`src/rtl/display_pkg.sv`:
```
// Shared types and constants for the raster scan controller.
// Holds the scan FSM encoding, buffer indices and the channel-select width helper.
package display_pkg;

    typedef enum logic [1:0] {
        ST_IDLE   = 2'd0,
        ST_VBLANK = 2'd1,
        ST_HBLANK = 2'd2,
        ST_ACTIVE = 2'd3
    } scan_state_e;

    localparam logic       BUF_0         = 1'b0;
    localparam logic       BUF_1         = 1'b1;
    localparam logic [1:0] BUF_ALL_EMPTY = 2'b11;

    // Keeps the channel selector at least one bit wide even for a single channel.
    function automatic int chan_width(input int nchan);
        return (nchan > 1) ? $clog2(nchan) : 1;
    endfunction

endpackage

```
`src/rtl/scan_counter.sv`:
```
// Channel / pixel / line counters for the raster scan, with terminal-count flags.
// The pixel counter spans the whole line (blanking plus active pixels).
module scan_counter
    import display_pkg::*;
#(
    parameter int NCHAN = 3,
    parameter int CW    = 10
) (
    input  logic                         clk,
    input  logic                         reset,
    input  logic                         clear,
    input  logic                         advance,
    input  logic [CW:0]                  px_max,
    input  logic [CW-1:0]                line_max,
    output logic [chan_width(NCHAN)-1:0] chan,
    output logic [CW:0]                  px,
    output logic                         chan_tc,
    output logic                         line_end,
    output logic                         region_end
);
    localparam int             CHW       = chan_width(NCHAN);
    localparam logic [CHW-1:0] CHAN_LAST = CHW'(NCHAN - 1);

    logic [CHW-1:0] chan_q, chan_d;
    logic [CW:0]    px_q, px_d;
    logic [CW-1:0]  line_q, line_d;

    // Flags describe the slot currently held in the counters.
    assign chan_tc    = (chan_q == CHAN_LAST);
    assign line_end   = chan_tc && (px_q == px_max);
    assign region_end = line_end && (line_q == line_max);

    always_comb begin
        chan_d = chan_q;
        px_d   = px_q;
        line_d = line_q;
        if (clear) begin
            chan_d = '0;
            px_d   = '0;
            line_d = '0;
        end else if (advance) begin
            if (chan_tc) begin
                chan_d = '0;
                if (px_q == px_max) begin
                    px_d   = '0;
                    line_d = (line_q == line_max) ? '0 : line_q + CW'(1);
                end else begin
                    px_d = px_q + (CW+1)'(1);
                end
            end else begin
                chan_d = chan_q + CHW'(1);
            end
        end
    end

    always_ff @(posedge clk) begin
        if (!reset) begin
            chan_q <= '0;
            px_q   <= '0;
            line_q <= '0;
        end else begin
            chan_q <= chan_d;
            px_q   <= px_d;
            line_q <= line_d;
        end
    end

    assign chan = chan_q;
    assign px   = px_q;

endmodule

```
`src/rtl/display_scan_ctrl.sv`:
```
// Double-buffered raster scan controller: blanking/active timing, sync pulses,
// frame-buffer read strobes, and read/write buffer swapping at frame boundaries.
module display_scan_ctrl
    import display_pkg::*;
#(
    parameter int NCHAN = 3,
    parameter int CW    = 10,
    parameter int AW    = 16
) (
    input  logic                         clk,
    input  logic                         reset,
    input  logic                         display_en,
    input  logic                         wr_done,
    input  logic [CW-1:0]                vb_lines,
    input  logic [CW-1:0]                hb_px,
    input  logic [CW-1:0]                act_px,
    input  logic [CW-1:0]                act_lines,
    output logic                         rd_en,
    output logic [AW-1:0]                rd_addr,
    output logic                         rd_buf,
    output logic                         wr_buf,
    output logic [1:0]                   buf_empty,
    output logic [chan_width(NCHAN)-1:0] chan_sel,
    output logic                         blank,
    output logic                         hsync,
    output logic                         vsync
);
    localparam int CHW = chan_width(NCHAN);

    scan_state_e   state_q, state_d;
    scan_state_e   first_state, line_state;
    logic [CW-1:0] vb_q, vb_d, hb_q, hb_d, ap_q, ap_d, al_q, al_d;
    logic [CW-1:0] ap_in, al_in;
    logic          rd_buf_q, rd_buf_d, wr_buf_q, wr_buf_d;
    logic [1:0]    buf_empty_q, buf_empty_d, empty_eff;
    logic [AW-1:0] rd_addr_q, rd_addr_d;
    logic          rd_en_q, rd_en_d, blank_q, blank_d;
    logic          hsync_q, hsync_d, vsync_q, vsync_d;
    logic          frame_start, swap, cnt_clear, cnt_advance;

    logic [CHW-1:0] chan;
    logic [CW:0]    px, px_max, hb_last;
    logic [CW-1:0]  line_max;
    logic           chan_tc, line_end, region_end;

    // Timing limits come from the configuration latched at frame start.
    assign px_max   = {1'b0, hb_q} + {1'b0, ap_q} - (CW+1)'(1);
    assign hb_last  = {1'b0, hb_q} - (CW+1)'(1);
    assign line_max = (state_q == ST_VBLANK) ? vb_q - CW'(1) : al_q - CW'(1);

    scan_counter #(
        .NCHAN (NCHAN),
        .CW    (CW)
    ) u_scan_counter (
        .clk        (clk),
        .reset      (reset),
        .clear      (cnt_clear),
        .advance    (cnt_advance),
        .px_max     (px_max),
        .line_max   (line_max),
        .chan       (chan),
        .px         (px),
        .chan_tc    (chan_tc),
        .line_end   (line_end),
        .region_end (region_end)
    );

    // A wr_done arriving together with a frame-end decision already counts for it.
    for (genvar gi = 0; gi < 2; gi++) begin : g_buf
        assign empty_eff[gi]   = buf_empty_q[gi] & ~(wr_done & (wr_buf_q == 1'(gi)));
        assign buf_empty_d[gi] = empty_eff[gi] | (swap & (rd_buf_q == 1'(gi)));
    end

    always_comb begin
        ap_in = (act_px == '0) ? CW'(1) : act_px;
        al_in = (act_lines == '0) ? CW'(1) : act_lines;
        if (vb_lines != '0) begin
            first_state = ST_VBLANK;
        end else if (hb_px != '0) begin
            first_state = ST_HBLANK;
        end else begin
            first_state = ST_ACTIVE;
        end
        line_state = (hb_q != '0) ? ST_HBLANK : ST_ACTIVE;

        state_d     = state_q;
        frame_start = 1'b0;
        swap        = 1'b0;
        hsync_d     = 1'b0;

        case (state_q)
            ST_IDLE: begin
                if (display_en && !buf_empty_q[0]) begin
                    frame_start = 1'b1;
                    swap        = 1'b1;
                end
            end
            ST_VBLANK: begin
                if (region_end) begin
                    state_d = line_state;
                    hsync_d = 1'b1;
                end
            end
            ST_HBLANK: begin
                if (chan_tc && (px == hb_last)) begin
                    state_d = ST_ACTIVE;
                end
            end
            ST_ACTIVE: begin
                if (region_end) begin
                    if (!display_en) begin
                        state_d = ST_IDLE;
                    end else begin
                        frame_start = 1'b1;
                        swap        = !empty_eff[wr_buf_q];
                    end
                end else if (line_end) begin
                    state_d = line_state;
                    hsync_d = 1'b1;
                end
            end
            default: state_d = ST_IDLE;
        endcase

        // The first slot of a frame is also an active-region line start when vb_lines=0.
        if (frame_start) begin
            state_d = first_state;
            hsync_d = (vb_lines == '0);
        end
        vsync_d = frame_start;

        rd_en_d     = (state_d == ST_ACTIVE);
        blank_d     = !rd_en_d;
        cnt_clear   = frame_start || (state_d == ST_IDLE);
        cnt_advance = (state_q != ST_IDLE);

        rd_buf_d = swap ? wr_buf_q : rd_buf_q;
        wr_buf_d = swap ? rd_buf_q : wr_buf_q;

        if (frame_start) begin
            rd_addr_d = '0;
        end else if ((state_q == ST_ACTIVE) && chan_tc) begin
            rd_addr_d = rd_addr_q + AW'(1);
        end else begin
            rd_addr_d = rd_addr_q;
        end

        vb_d = frame_start ? vb_lines : vb_q;
        hb_d = frame_start ? hb_px    : hb_q;
        ap_d = frame_start ? ap_in    : ap_q;
        al_d = frame_start ? al_in    : al_q;
    end

    always_ff @(posedge clk) begin
        if (!reset) begin
            state_q     <= ST_IDLE;
            vb_q        <= '0;
            hb_q        <= '0;
            ap_q        <= '0;
            al_q        <= '0;
            rd_buf_q    <= BUF_1;
            wr_buf_q    <= BUF_0;
            buf_empty_q <= BUF_ALL_EMPTY;
            rd_addr_q   <= '0;
            rd_en_q     <= 1'b0;
            blank_q     <= 1'b1;
            hsync_q     <= 1'b0;
            vsync_q     <= 1'b0;
        end else begin
            state_q     <= state_d;
            vb_q        <= vb_d;
            hb_q        <= hb_d;
            ap_q        <= ap_d;
            al_q        <= al_d;
            rd_buf_q    <= rd_buf_d;
            wr_buf_q    <= wr_buf_d;
            buf_empty_q <= buf_empty_d;
            rd_addr_q   <= rd_addr_d;
            rd_en_q     <= rd_en_d;
            blank_q     <= blank_d;
            hsync_q     <= hsync_d;
            vsync_q     <= vsync_d;
        end
    end

    assign rd_en     = rd_en_q;
    assign rd_addr   = rd_addr_q;
    assign rd_buf    = rd_buf_q;
    assign wr_buf    = wr_buf_q;
    assign buf_empty = buf_empty_q;
    assign chan_sel  = chan;
    assign blank     = blank_q;
    assign hsync     = hsync_q;
    assign vsync     = vsync_q;

endmodule
```
`config.mk`:
```
export PLATFORM = sky130hd
export DESIGN_NAME = display_scan_ctrl
export DESIGN_NICKNAME = d
export VERILOG_FILES = /design/src/rtl/display_pkg.sv /design/src/rtl/scan_counter.sv /design/src/rtl/display_scan_ctrl.sv
export SDC_FILE = /design/constraint.sdc
export NUM_CORES = 1
export LEC_CHECK = 0
export ABC_CLOCK_PERIOD_IN_PS = 6700
export CAP_MARGIN = 20
export CORE_MARGIN = 2
export CORE_UTILIZATION = 61
export DETAILED_ROUTE_END_ITERATION = 10
export GPL_ROUTABILITY_DRIVEN = 0
export PLACE_DENSITY = 0.87
export SLEW_MARGIN = 30
export SYNTH_ARGS = -nofsm -noshare
export SYNTH_HDL_FRONTEND = slang
export SYNTH_SLANG_ARGS = --single-unit
```
`constraint.sdc`:
```
create_clock -name clk -period 6.7 [get_ports clk]
set_input_delay 2.01 -clock clk [delete_from_list [all_inputs] [get_ports clk]]
set_output_delay 2.01 -clock clk [all_outputs]
set_load 0.01 [all_outputs]
```
# Word-level counts from Yosys, hierarchy flattened
# Index checks and enable logic that the tools add are counted.
[op_classes] addsub=9 magnitude_cmp=1 n_eq_ne=8 n_mux=30 bitwise=13 reduce_logical=22
[op_table] op="$mux 10" n=4
[op_table] op="$logic_not 10->1" n=3
[op_table] op="$reduce_bool 10->1" n=3
[op_table] op="$eq 11x11->1" n=2
[op_table] op="$sub 10x1->10 const B" n=2
[op_table] op="$add 16x1->16 const B" n=1
[op_table] op="$mux 2" n=8
[op_table] op="$mux 1" n=13
[op_table] op="$add 10x10->11" n=1
[op_table] op="$add 11x1->11 const B" n=1
[op_table] op="$mux 11" n=1
[op_table] op="$sub 10x1->11 const B" n=1
[op_table] op="$sub 11x1->11 const B" n=1
[op_table] op="$add 10x1->10 const B" n=1
[op_table] op="$eq 10x10->1" n=1
[op_table] op="$eq 2x2->1 const B" n=4
[op_table] op="$and 1x1->1" n=6
[op_table] op="$pmux 1 s2" n=3
[op_table] op="$pmux 2 s3" n=1
[op_table] op="$logic_and 1x1->1" n=5
[op_table] op="$not 1->1" n=5
[op_table] op="$logic_not 2->1" n=2
[op_table] op="$reduce_or 2->1" n=2
[op_table] op="$logic_not 1->1" n=3
[op_table] op="other kinds (8)" n=9
[totals] register_bits=89 inputBits=44 output_inout_bits=26 elab_cells=99

# Logic depth before layout (Yosys ltp)
[depth] word_depth=12 depth_mapped=17 ltp_nobuf=16

# Cells and area by module
# A second synthesis with hierarchy kept.
[hier_totals] cells_unflattened=694 hier_area_um2=5527.8
[modules_own_cells] mod="display_scan_ctrl" instances=1 cells_per_inst=521 area_per_inst_um2=4051.4 seq_area_each_um2=1321.3
[modules_own_cells] mod="scan_counter" instances=1 cells_per_inst=173 area_per_inst_um2=1476.4 seq_area_each_um2=460.4

# Worst setup path after synthesis
# Ideal clock, no wire load.
[synth_timing] path_type="register to register" start="reg hb_q[1]" end="reg u_scan_counter.line_q[3]" setup_ns=0.133 arrival_time_ns=3.983 t_required_ns=6.567 slack_ns=2.583 path_stages_with_launch=18 n_path_buf=1 period_less_slack_ns=4.117 path_cell_list="dfxtp_1 inv_1 ha_1 inv_1 ha_1 inv_1 fa_1 xnor3_1 a31o_1 a2111oi_2 or4b_1 a2111oi_2 nand2b_1 o31ai_4 nor2_1 a22oi_2 buf_4 nor3_1"
[synth_via] elab_chain_len=11 word_cells_on_any_way=22 cone_classes="3 x add/sub; 2 x eq/ne; 9 x mux; 8 x reduce/logical"
[synth_rtl] item="start: declaration" line="display_scan_ctrl.sv:32" rtl="logic [CW-1:0] vb_q, vb_d, hb_q, hb_d, ap_q, ap_d, al_q, al_d;"
[synth_rtl] item="start signal: assignment" line="display_scan_ctrl.sv:158" rtl="hb_q <= '0;"
[synth_rtl] item="start signal: assignment" line="display_scan_ctrl.sv:172" rtl="hb_q <= hb_d;"
[synth_rtl] item="$add 10x10->11" line="display_scan_ctrl.sv:47" rtl="assign px_max = {1'b0, hb_q} + {1'b0, ap_q} - (CW+1)'(1);"
[synth_rtl] item="$sub 11x1->11" line="display_scan_ctrl.sv:47"
[synth_rtl] item="$eq 11x11->1" line="scan_counter.sv:30, scan_counter.sv:44"
[synth_rtl] item="$logic_and 1x1->1" line="scan_counter.sv:30" rtl="assign line_end = chan_tc && (px_q == px_max);"
[synth_rtl] item="$mux 2 or $logic_and 1x1->1 (tied branches)" line="display_scan_ctrl.sv:117, scan_counter.sv:31"
[synth_rtl] item="$mux 2 (tied with other cells)" line="display_scan_ctrl.sv:110" rtl="if (region_end) begin"
[synth_rtl] item="$pmux 2 s3 or $pmux 1 s2 (tied branches)" line="display_scan_ctrl.sv:91" rtl="case (state_q)"
[synth_rtl] item="$mux 2" line="display_scan_ctrl.sv:126" rtl="if (frame_start) begin"
[synth_rtl] item="$logic_not 2->1" line="display_scan_ctrl.sv:134" rtl="cnt_clear = frame_start || (state_d == ST_IDLE);"
[synth_rtl] item="$logic_or 1x1->1" line="display_scan_ctrl.sv:134"
[synth_rtl] item="$reduce_or 2->1 (no line)"
[synth_rtl] item="end signal: assignment" line="scan_counter.sv:64" rtl="line_q <= line_d;"
[synth_rtl] item="end: declaration" line="scan_counter.sv:26" rtl="logic [CW-1:0] line_q, line_d;"
# Parallel ways exist; a longest one is shown, timed or not.
# A chain may end at the register's enable or synchronous reset.

# Worst setup path in the final report
[layout_timing] start="reg hb_q[1]" end="reg u_scan_counter.px_q[4], in the netlist u_scan_counter.px[4]"
[layout_via] elab_chain_len=11 word_cells_on_any_way=22 cone_classes="3 x add/sub; 2 x eq/ne; 10 x mux; 7 x reduce/logical"
[layout_rtl] item="$add 10x10->11" line="display_scan_ctrl.sv:47"
[layout_rtl] item="$sub 11x1->11" line="display_scan_ctrl.sv:47"
[layout_rtl] item="$eq 11x11->1" line="scan_counter.sv:30, scan_counter.sv:44"
[layout_rtl] item="$logic_and 1x1->1" line="scan_counter.sv:30"
[layout_rtl] item="$mux 2 or $logic_and 1x1->1 (tied branches)" line="display_scan_ctrl.sv:117, scan_counter.sv:31"
[layout_rtl] item="$mux 2 (tied with other cells)" line="display_scan_ctrl.sv:110"
[layout_rtl] item="$pmux 2 s3 or $pmux 1 s2 (tied branches)" line="display_scan_ctrl.sv:91"
[layout_rtl] item="$mux 2" line="display_scan_ctrl.sv:126"
[layout_rtl] item="$logic_not 2->1" line="display_scan_ctrl.sv:134"
[layout_rtl] item="$logic_or 1x1->1" line="display_scan_ctrl.sv:134"
[layout_rtl] item="$reduce_or 2->1 (no line)"
[layout_rtl] item="end signal: assignment" line="scan_counter.sv:63" rtl="px_q <= px_d;"
[layout_rtl] item="end: declaration" line="scan_counter.sv:25" rtl="logic [CW:0] px_q, px_d;"
# Parallel ways exist; a longest one is shown, timed or not.

==> results.py <==
metrics = {
    "run_status": {
        "status": "completed",
    },
    "sta": {
        "relSlewSlack": 0.556,
        "setup_tns_ps": 0,
        "slew_viol_final": 0,
        "finalHoldViolations": 0,
        "finalSetupViolations": 0,
        "fmax_mhz": 198,
        "fin_crit_sh": 0.754,
        "whs_ps": 493,
        "clock_skew_ps": 13.6,
        "rsz0062_at_grt": "no",
        "period_minus_slack_ps": 5050,
        "worstMarginPinSlew_ps": 666,
    },
    "synth": {
        "synth_top_cell_by_area": "dfxtp_1",
        "yosysSeqAreaShare": 0.325,
        "syn_avg_cell_area_sq_um": 8.23,
        "yosys.area.top_type_share": 0.325,
        "post_synth_num_cell_types": 62,
        "syn_inst": 666,
        "syn_area_sq_mm": 0.00548,
        "ys_seq_elements": 89,
        "yosysWarnings": 0,
        "synth_edf_count": 0,
        "syn_nets": 740,
        "yosys_most_used_dff": "dfxtp_1",
        "yosysMostFrequentCell": "nor2_1",
        "synth_common_cells": "nor2_1 (95), dfxtp_1 (89), inv_1 (49)",
        "ys_top_cells_by_area": "dfxtp_1 (32%), mux2i_1 (8.8%), ha_1 (6.6%)",
        "async_reset_ff_frac": 0,
    },
    "placed_design": {
        "dp_hpwl_um": 10100,
        "post-place-cells": 824,
        "place_area_sq_mm": 0.00621,
        "portBuffers": 69,
    },
    "clocking": {
        "clk_pin_slew_ps": 90,
        "cts_setup_buffers": 0,
        "clock_latency_ps": 360,
        "cts-htree-levels": 3,
        "post_cts_resized": 0,
        "cts_tree": "built",
        "cts_buffers": 9,
        "hold_buffers": 0,
        "cts_root_buf": "clkbuf_8",
        "clock-sinks": 89,
        "cts_buffer_depth": 2,
    },
    "routing": {
        "dr.pass1.iters": 6,
        "wirelength_um": 13000,
        "wire_per_inst_um": 15.5,
        "drtIter0Drc": 282,
        "vias": 4990,
        "drc": 0,
        "antenna_left": 0,
        "viasPerCell": 5.93,
    },
    "finish": {
        "final_cells": 841,
        "area_delta_synth_final_pct": 17.4,
        "diodes": 0,
        "fill_cells": 626,
        "design.final.nets": 802,
        "fin_area_sq_mm": 0.00644,
        "drive_gt1_frac": 0.0382,
    },
    "pwr": {
        "power-per-cell-area_mw_per_mm2": 283,
        "leakage_nw": 2.32,
        "vdd_drop_max_v": 0.000181,
    },
    "critical_path": {
        "critPathLaunchType": "register",
        "arrival_ps": 5270,
        "crit_type": "register to register",
        "cp-end-kind": "register",
        "cp_max_fo": 13,
        "crit_required_ps": 6920,
    },
    "global_route": {
        "first_global_vias": 4892,
        "antenna_found_initial": 0,
        "grt_max_degree": 43,
        "grt_pass1_wl_um": 22200,
        "grt_overflow": 0,
        "grt_use_total": 0.274,
    },
    "floorplan": {
        "die_h_um": 98.8,
        "std_cell_rows": 34,
        "die_area_sq_mm": 0.00976,
        "die_w_um": 98.8,
        "num_io_pins": 70,
        "start_util": 0.629,
        "core-area_sq_mm": 0.00872,
    },
    "job": {
        "drv_cap": 0,
    },
    "worst_hold_path": {
        "holdCritPathClass": "register to register",
    },
}
-- metal layers --
metal | track usage | wire (um) | vias to the layer above
li1 | - | - | 2427
met1 | 0.373 | 5850 | 2303
met2 | 0.437 | 5950 | 224
met3 | 0.0461 | 882 | 36
met4 | 0.103 | 351 | 0
met5 | 0 | 0 | -
-- registers in the layout, indices dropped and copies added, names as in the netlist --
signal                 count
ap_q                      10
rd_en                      1
rd_buf                     1
rd_addr                   16
al_q                      10
vsync                      1
buf_empty                  2
wr_buf                     1
u_scan_counter.line_q     10
u_scan_counter.chan        2
vb_q                      10
u_scan_counter.px         11
blank                      1
state_q                    2
hb_q                      10
hsync                      1
-- worst paths after layout --
check,endpoint,slack [ps],startpoint,cells after the start
max,u_scan_counter.px[4],1650,hb_q[1],17
min,ap_q[0],490,ap_q[0],2
max reg2reg,u_scan_counter.px[4],1650,hb_q[1],17
min reg2reg,ap_q[0],490,ap_q[0],2
-- through the flow --
stage	power, mW	setup WS (ps)	utilization
2_1_floorplan	1.25	2580	-
3_3_place_gp	1.39	1850	0.713
3_5_place_dp	1.42	1610	0.713
4_1_cts	1.80	1520	0.737
5_1_grt	1.94	1200	0.738
6_report	1.82	1650	0.738
-- cell type report --
cell class	count	area (sq um)	area share
clock buffers	9	124	0.0192
clock inverters	7	85.1	0.0132
inverters	50	188	0.0292
multi-input cells	506	3410	0.529
flip-flops and latches	89	1780	0.277
well taps	108	135	0.0210
repair buffers	72	717	0.111
-- critical path, cell delays in order (launching register included) --
cell	delay, ps
dfxtp_1	410
inv_1	110
ha_1	320
inv_1	80
ha_1	170
inv_1	60
fa_1	400
xnor3_1	360
a31o_1	220
a2111oi_2	260
or4b_1	480
a2111oi_2	410
nand2b_1	260
o31ai_1	310
a31oi_1	140
a22oi_2	620
buf_6	230
a211oi_1	60
-- placed cells by master (no fill, tap or decap), types with 3 or more instances in the layout --
master / netlist / final
nor2_1: 95 / 95
nor2b_1: 15 / 15
and3b_1: 3 / 3
a211oi_1: 6 / 6
clkbuf_8: 0 / 9
o31ai_1: 5 / 5
ha_1: 29 / 28
a21oi_1: 25 / 25
nor3_1: 29 / 29
xnor2_1: 40 / 40
and3_1: 7 / 7
nand2_1: 47 / 47
or3_1: 6 / 6
clkdlybuf4s50_1: 0 / 69
mux2i_1: 48 / 48
o21ai_0: 11 / 11
xor2_1: 30 / 30
nand3_1: 25 / 25
and4_1: 3 / 3
nor4_1: 13 / 13
nand3b_1: 3 / 3
nand2b_1: 5 / 5
nor3b_1: 3 / 3
nand4_1: 10 / 10
o21a_1: 3 / 3
a31oi_1: 6 / 6
a21o_1: 3 / 3
dfxtp_1: 89 / 89
inv_1: 49 / 49
-- cells by family after synthesis --
logic type	share of synthesized area
multiplexers	0.0897
AND/OR/NAND/NOR	0.241
AO/OA/AOI/OAI	0.105
flip-flops	0.325
XOR/XNOR	0.116
adder cells (fa/ha/maj)	0.0698
buffers and inverters	0.0541
-- where the power goes --
part           switching (mW)  internal (mW)  total (mW)
combinational           0.465          0.359       0.825
clock                   0.202          0.179       0.381
sequential             0.0434          0.571       0.614
(Power assumes the default switching activity.)
